<file path="config.mk">
export PLATFORM = sky130hd
export DESIGN_NAME = reset_ctrl
export DESIGN_NICKNAME = d
export VERILOG_FILES = /design/src/rtl/reset_ctrl.sv
export SDC_FILE = /design/constraint.sdc
export NUM_CORES = 1
export LEC_CHECK = 0
export BUFFER_PORTS_ARGS = -buffer_cell sky130_fd_sc_hd__buf_4
export CAP_MARGIN = 15
export CORE_MARGIN = 3
export CORE_UTILIZATION = 50
export CTS_CLUSTER_DIAMETER = 30
export DETAILED_ROUTE_END_ITERATION = 7
export GPL_TIMING_DRIVEN = 0
export PLACE_DENSITY = 0.74
export SLEW_MARGIN = 20
export SYNTH_ARGS = -nofsm -noshare
export SYNTH_HDL_FRONTEND = slang
export SYNTH_SLANG_ARGS = --single-unit
</file>
<file path="constraint.sdc">
create_clock -name clock_in -period 2.2 [get_ports clock_in]
set_clock_uncertainty 0.2 [all_clocks]
set_input_delay 0.33 -clock clock_in [delete_from_list [all_inputs] [get_ports clock_in]]
set_output_delay 0.33 -clock clock_in [all_outputs]
set_load 0.05 [all_outputs]
</file>
<file path="src/rtl/reset_ctrl.sv">
// PLL-lock driven reset sequencer for the 6502 core: synchronises LOCK, filters it,
// holds the core in reset with cpu_ce running, then releases; records lock loss.
module reset_ctrl #(
  parameter int LOCK_FILTER = 4,
  parameter int HOLD_CYCLES = 16,
  parameter int CE_DIV      = 50
) (
  input  logic       clock_in,
  input  logic       reset_n,
  input  logic       locked,
  input  logic       clear_lost,
  output logic       cpu_reset_n,
  output logic       cpu_ce,
  output logic       lock_lost,
  output logic [1:0] state_o
);

  localparam int FW = $clog2(LOCK_FILTER + 1);
  localparam int HW = $clog2(HOLD_CYCLES + 1);
  localparam int DW = $clog2(CE_DIV + 1);

  localparam logic [FW-1:0] FILT_LAST = FW'(LOCK_FILTER - 1);
  localparam logic [HW-1:0] HOLD_LAST = HW'(HOLD_CYCLES - 1);
  localparam logic [DW-1:0] DIV_LAST  = DW'(CE_DIV - 1);

  typedef enum logic [1:0] {
    WAIT_LOCK = 2'd0,
    HOLD      = 2'd1,
    RUN       = 2'd2
  } state_t;

  state_t          state_q;
  logic            sync1_q;
  logic            lk_s_q;
  logic [FW-1:0]   filt_q;
  logic [HW-1:0]   hold_q;
  logic [DW-1:0]   div_q;
  logic [DW-1:0]   div_d;
  logic            div_last;
  logic            cpu_reset_n_q;
  logic            cpu_ce_q;
  logic            lock_lost_q;

  // cpu_ce is registered from div_last, so it is high in the cycle after the wrap count
  always_comb begin
    div_last = (div_q == DIV_LAST);
    div_d    = div_last ? '0 : div_q + DW'(1);
  end

  always_ff @(posedge clock_in or negedge reset_n) begin
    if (!reset_n) begin
      state_q       <= WAIT_LOCK;
      sync1_q       <= 1'b0;
      lk_s_q        <= 1'b0;
      filt_q        <= '0;
      hold_q        <= '0;
      div_q         <= '0;
      cpu_reset_n_q <= 1'b0;
      cpu_ce_q      <= 1'b0;
      lock_lost_q   <= 1'b0;
    end else begin
      sync1_q <= locked;
      lk_s_q  <= sync1_q;

      // A lock-loss set later in this block overrides the clear
      if (clear_lost) lock_lost_q <= 1'b0;

      case (state_q)
        WAIT_LOCK: begin
          cpu_reset_n_q <= 1'b0;
          cpu_ce_q      <= 1'b0;
          div_q         <= '0;
          hold_q        <= '0;
          if (!lk_s_q) begin
            filt_q <= '0;
          end else if (filt_q == FILT_LAST) begin
            state_q <= HOLD;
            filt_q  <= '0;
          end else begin
            filt_q <= filt_q + FW'(1);
          end
        end

        HOLD: begin
          cpu_reset_n_q <= 1'b0;
          div_q         <= div_d;
          cpu_ce_q      <= div_last;
          if (!lk_s_q) begin
            state_q  <= WAIT_LOCK;
            hold_q   <= '0;
            div_q    <= '0;
            cpu_ce_q <= 1'b0;
          end else if (hold_q == HOLD_LAST) begin
            state_q       <= RUN;
            hold_q        <= '0;
            cpu_reset_n_q <= 1'b1;
          end else begin
            hold_q <= hold_q + HW'(1);
          end
        end

        RUN: begin
          cpu_reset_n_q <= 1'b1;
          div_q         <= div_d;
          cpu_ce_q      <= div_last;
          if (!lk_s_q) begin
            state_q       <= WAIT_LOCK;
            cpu_reset_n_q <= 1'b0;
            cpu_ce_q      <= 1'b0;
            div_q         <= '0;
            filt_q        <= '0;
            lock_lost_q   <= 1'b1;
          end
        end

        default: begin
          state_q       <= WAIT_LOCK;
          cpu_reset_n_q <= 1'b0;
          cpu_ce_q      <= 1'b0;
          div_q         <= '0;
          filt_q        <= '0;
          hold_q        <= '0;
        end
      endcase
    end
  end

  assign cpu_reset_n = cpu_reset_n_q;
  assign cpu_ce      = cpu_ce_q;
  assign lock_lost   = lock_lost_q;
  assign state_o     = state_q;

endmodule

</file>
==> flow_metrics.py <==
metrics = {
    "pwr": {
        "power.static_leakage_nw": 0.580,
        "peakVddDrop_mv": 0.475,
        "pwr_density_cell_mw_per_mm2": 795,
    },
    "clock_network": {
        "clk_path_buf_depth": 2,
        "cts-htree-levels": 1,
        "number_of_clock_buffers_inserted_by_tritoncts": 3,
        "clock_sinks": 21,
        "clockRootBuffer": "sky130_fd_sc_hd__clkbuf_4",
        "tritoncts_clock_tree": "yes",
        "clk_pin_slew_worst_paths_ns": 0.11,
        "clock_latency_ns": 0.29,
    },
    "timing": {
        "whs_ns": 0.163,
        "report.final.slew_viol_count": 0,
        "unrepaired_setup_endpoints_after_global_routing": "no",
        "final-setup-viol-count": 0,
        "max_slew.worst_pin.slew_ns": 0.250,
        "layout_setup_ws_ns": 0.317,
        "timing.max_slew.rel_slack_pct": 83.1,
        "min_period_over_period_pct": 85.6,
        "finalHoldViolCount": 0,
        "period_minus_slack_ns": 1.88,
        "fmax_mhz": 531,
        "setup_tns_ns": 0,
    },
    "floorplanning": {
        "die_width_um": 50.8,
        "floorplan.die_area_mm2": 0.00258,
        "placeableCoreArea_mm2": 0.00180,
        "rows": 15,
        "initial_core_util_pct": 55.8,
        "io_pins": 9,
        "die_height_um": 50.8,
    },
    "global_route": {
        "gr-usage-all-layers_pct": 14.8,
        "grt_pass1_wl_mm": 2.90,
        "grt_pass1_vias": 662,
        "global_route_congestion_overflow_total": 0,
        "grt_antenna_before_repair": 0,
        "grt_start_max_net_pins": 22,
    },
    "synthesis": {
        "synth_sequential_area_ratio_pct": 52.3,
        "ys_async_sr_fraction_pct": 100,
        "synthesis.instances": 95,
        "postSynth.topFlopCell": "sky130_fd_sc_hd__dfrtp_1",
        "syn-cell-area_mm2": 0.00100,
        "synthesis.area_per_instance_um2": 10.6,
        "synth.net_count": 106,
        "ys_warns": 0,
        "synth-seq-cells": 21,
        "synth-edff-count": 0,
        "synthDistinctLibCells": 29,
    },
    "placed_design": {
        "place.detailed.instances": 128,
        "placement.setup.worst_slack_ns": 0.331,
        "port_buffers": 8,
        "gpl.final_weighted_congestion": 0.707,
        "dp_hpwl_mm": 1.20,
    },
    "route": {
        "remaining_drc_errors": 0,
        "dr_total_vias": 712,
        "drt_wl_total_mm": 1.66,
        "detail_route.first_pass.iterations": 4,
        "detail_route.wl_per_cell_um": 12.3,
        "dr.first_iter.drc_count": 8,
        "route.detailed.vias_per_inst": 5.27,
        "ant_nets": 0,
    },
    "worst_setup_path": {
        "timing.critical_path.from_type": "register",
        "r2r_start": "state_o[1]$_DFFE_PN0P_",
        "worstPathMaxFanout": 4,
        "critical_path_class": "reg -> reg",
        "required_ns": 2.19,
        "critPathArrivalTime_ns": 1.87,
        "cp-startpoint": "state_o[1]$_DFFE_PN0P_",
        "reg2reg_slack_ns": 0.32,
        "ff2ff_path_depth": 5,
        "timing.critical_path.to": "state_o[0]$_DFFE_PN0P_",
        "regToRegEndpoint": "state_o[0]$_DFFE_PN0P_",
        "endpoint_kind": "register",
    },
    "cells_and_area": {
        "most-common-layout-cells": "21 x sky130_fd_sc_hd__dfrtp_1, 9 x sky130_fd_sc_hd__inv_1, 9 x sky130_fd_sc_hd__nor2_1, 9 x sky130_fd_sc_hd__nand2_1, 8 x sky130_fd_sc_hd__buf_4",
        "area_growth_syn_to_layout_pct": 14.7,
        "nFillCells": 162,
        "most_common_cell_after_layout_fill_and_taps_aside": "sky130_fd_sc_hd__dfrtp_1",
        "layout.core_utilization_pct": 64.0,
        "instances_no_fill": 135,
        "final_net_count": 122,
        "n_antenna_cell": 0,
        "post_route_cells_drive_above_1_share_pct": 12.7,
    },
    "worst_hold_path": {
        "hold_path.class": "reg -> reg",
        "min-delay-start": "sync1_q$_DFF_PN0_",
    },
    "flow_run": {
        "timing.max_cap.violations": 0,
    },
    "outcome": {
        "status": "finished clean",
    },
}
[routing by layer]
layer / vias up / global-route usage (%) / share of wire (%) / wire, um
li1: 363 / - / - / -
met1: 333 / 20.3 / 49 / 818
met2: 14 / 22.8 / 45 / 749
met3: 2 / 5.25 / 5.1 / 84
met4: 0 / 2.69 / 0.60 / 10
met5: - / 0 / 0 / 0
[layout make-up]
| type | instances | area (um^2) | share of cell area [%] |
|---|---|---|---|
| repair buffers | 11 | 90.1 | 7.82 |
| plain buffers | 1 | 5.00 | 0.434 |
| inverters | 9 | 33.8 | 2.93 |
| flip-flops and latches | 21 | 526 | 45.6 |
| well taps | 25 | 31.3 | 2.71 |
| multi-input cells | 64 | 440 | 38.2 |
| clock buffers | 4 | 26.3 | 2.28 |
[cells by family after synthesis]
| logic type | share of synthesized area [%] |
|---|---|
| mux | 1.12 |
| simple gates | 17.1 |
| xor+xnor | 2.62 |
| flops | 52.3 |
| fa+ha+maj | 8.72 |
| buf+inv | 3.86 |
| compound gates | 14.3 |
[flip-flops by register name, summed over array words and instances, names as in the netlist]
register,flops
filt_q,3
sync1_q,1
cpu_ce,1
state_o,2
cpu_reset_n,1
div_q,6
lock_lost,1
lk_s_q,1
hold_q,5
[power breakdown]
part	internal [mW]	switching [mW]
sequential	0.428	0.0369
combinational	0.108	0.165
clock	0.0706	0.107
[per-stage QoR]
| stage | cell area, um^2 | power [mW] |
|---|---|---|
| 3_3_place_gp | 1100 | 0.738 |
| 6_report | 1150 | 0.916 |
| 3_5_place_dp | 1100 | 0.746 |
| 5_1_grt | 1150 | 0.995 |
| 4_1_cts | 1150 | 0.934 |
| 2_1_floorplan | 1000 | 0.673 |
[cells in the mapped netlist (2+ instances only)]
master	number	area share (%)
sky130_fd_sc_hd__nand2_1	9	3.4
sky130_fd_sc_hd__nor2_1	9	3.4
sky130_fd_sc_hd__xor2_1	2	1.7
sky130_fd_sc_hd__ha_1	7	8.7
sky130_fd_sc_hd__and2_1	2	1.2
sky130_fd_sc_hd__a31oi_1	2	1.2
sky130_fd_sc_hd__inv_1	9	3.4
sky130_fd_sc_hd__o21ai_0	7	3.5
sky130_fd_sc_hd__a21oi_1	2	1.0
sky130_fd_sc_hd__o21a_1	2	1.5
sky130_fd_sc_hd__dfrtp_1	21	52
sky130_fd_sc_hd__nand3_1	5	2.5
sky130_fd_sc_hd__a21o_1	2	1.5
[critical path: stages, from the launching register on]
cell,delay (ns)
sky130_fd_sc_hd__dfrtp_1,0.42
sky130_fd_sc_hd__inv_1,0.08
sky130_fd_sc_hd__ha_1,0.22
sky130_fd_sc_hd__and2_1,0.21
sky130_fd_sc_hd__a221oi_2,0.30
sky130_fd_sc_hd__mux2_1,0.35
[repair_timing]
action	4_1_cts	5_1_grt
buffers inserted	0	0
hold endpoints to repair	23	0
gates resized for setup	0	0
hold buffers	3	0
[how the worst min path moves through the flow]
| stage | to | cells after the start |
|---|---|---|
| 3_3_place_gp | div_q[5]$_DFF_PN0_ | 1 |
| 3_5_place_dp | cpu_ce$_DFF_PN0_ | 1 |
| 5_1_grt | lk_s_q$_DFF_PN0_ | 0 |
| 6_report | lk_s_q$_DFF_PN0_ | 0 |
| 2_1_floorplan | cpu_ce$_DFF_PN0_ | 0 |
| 4_1_cts | lk_s_q$_DFF_PN0_ | 0 |
(Power assumes the default switching activity.)
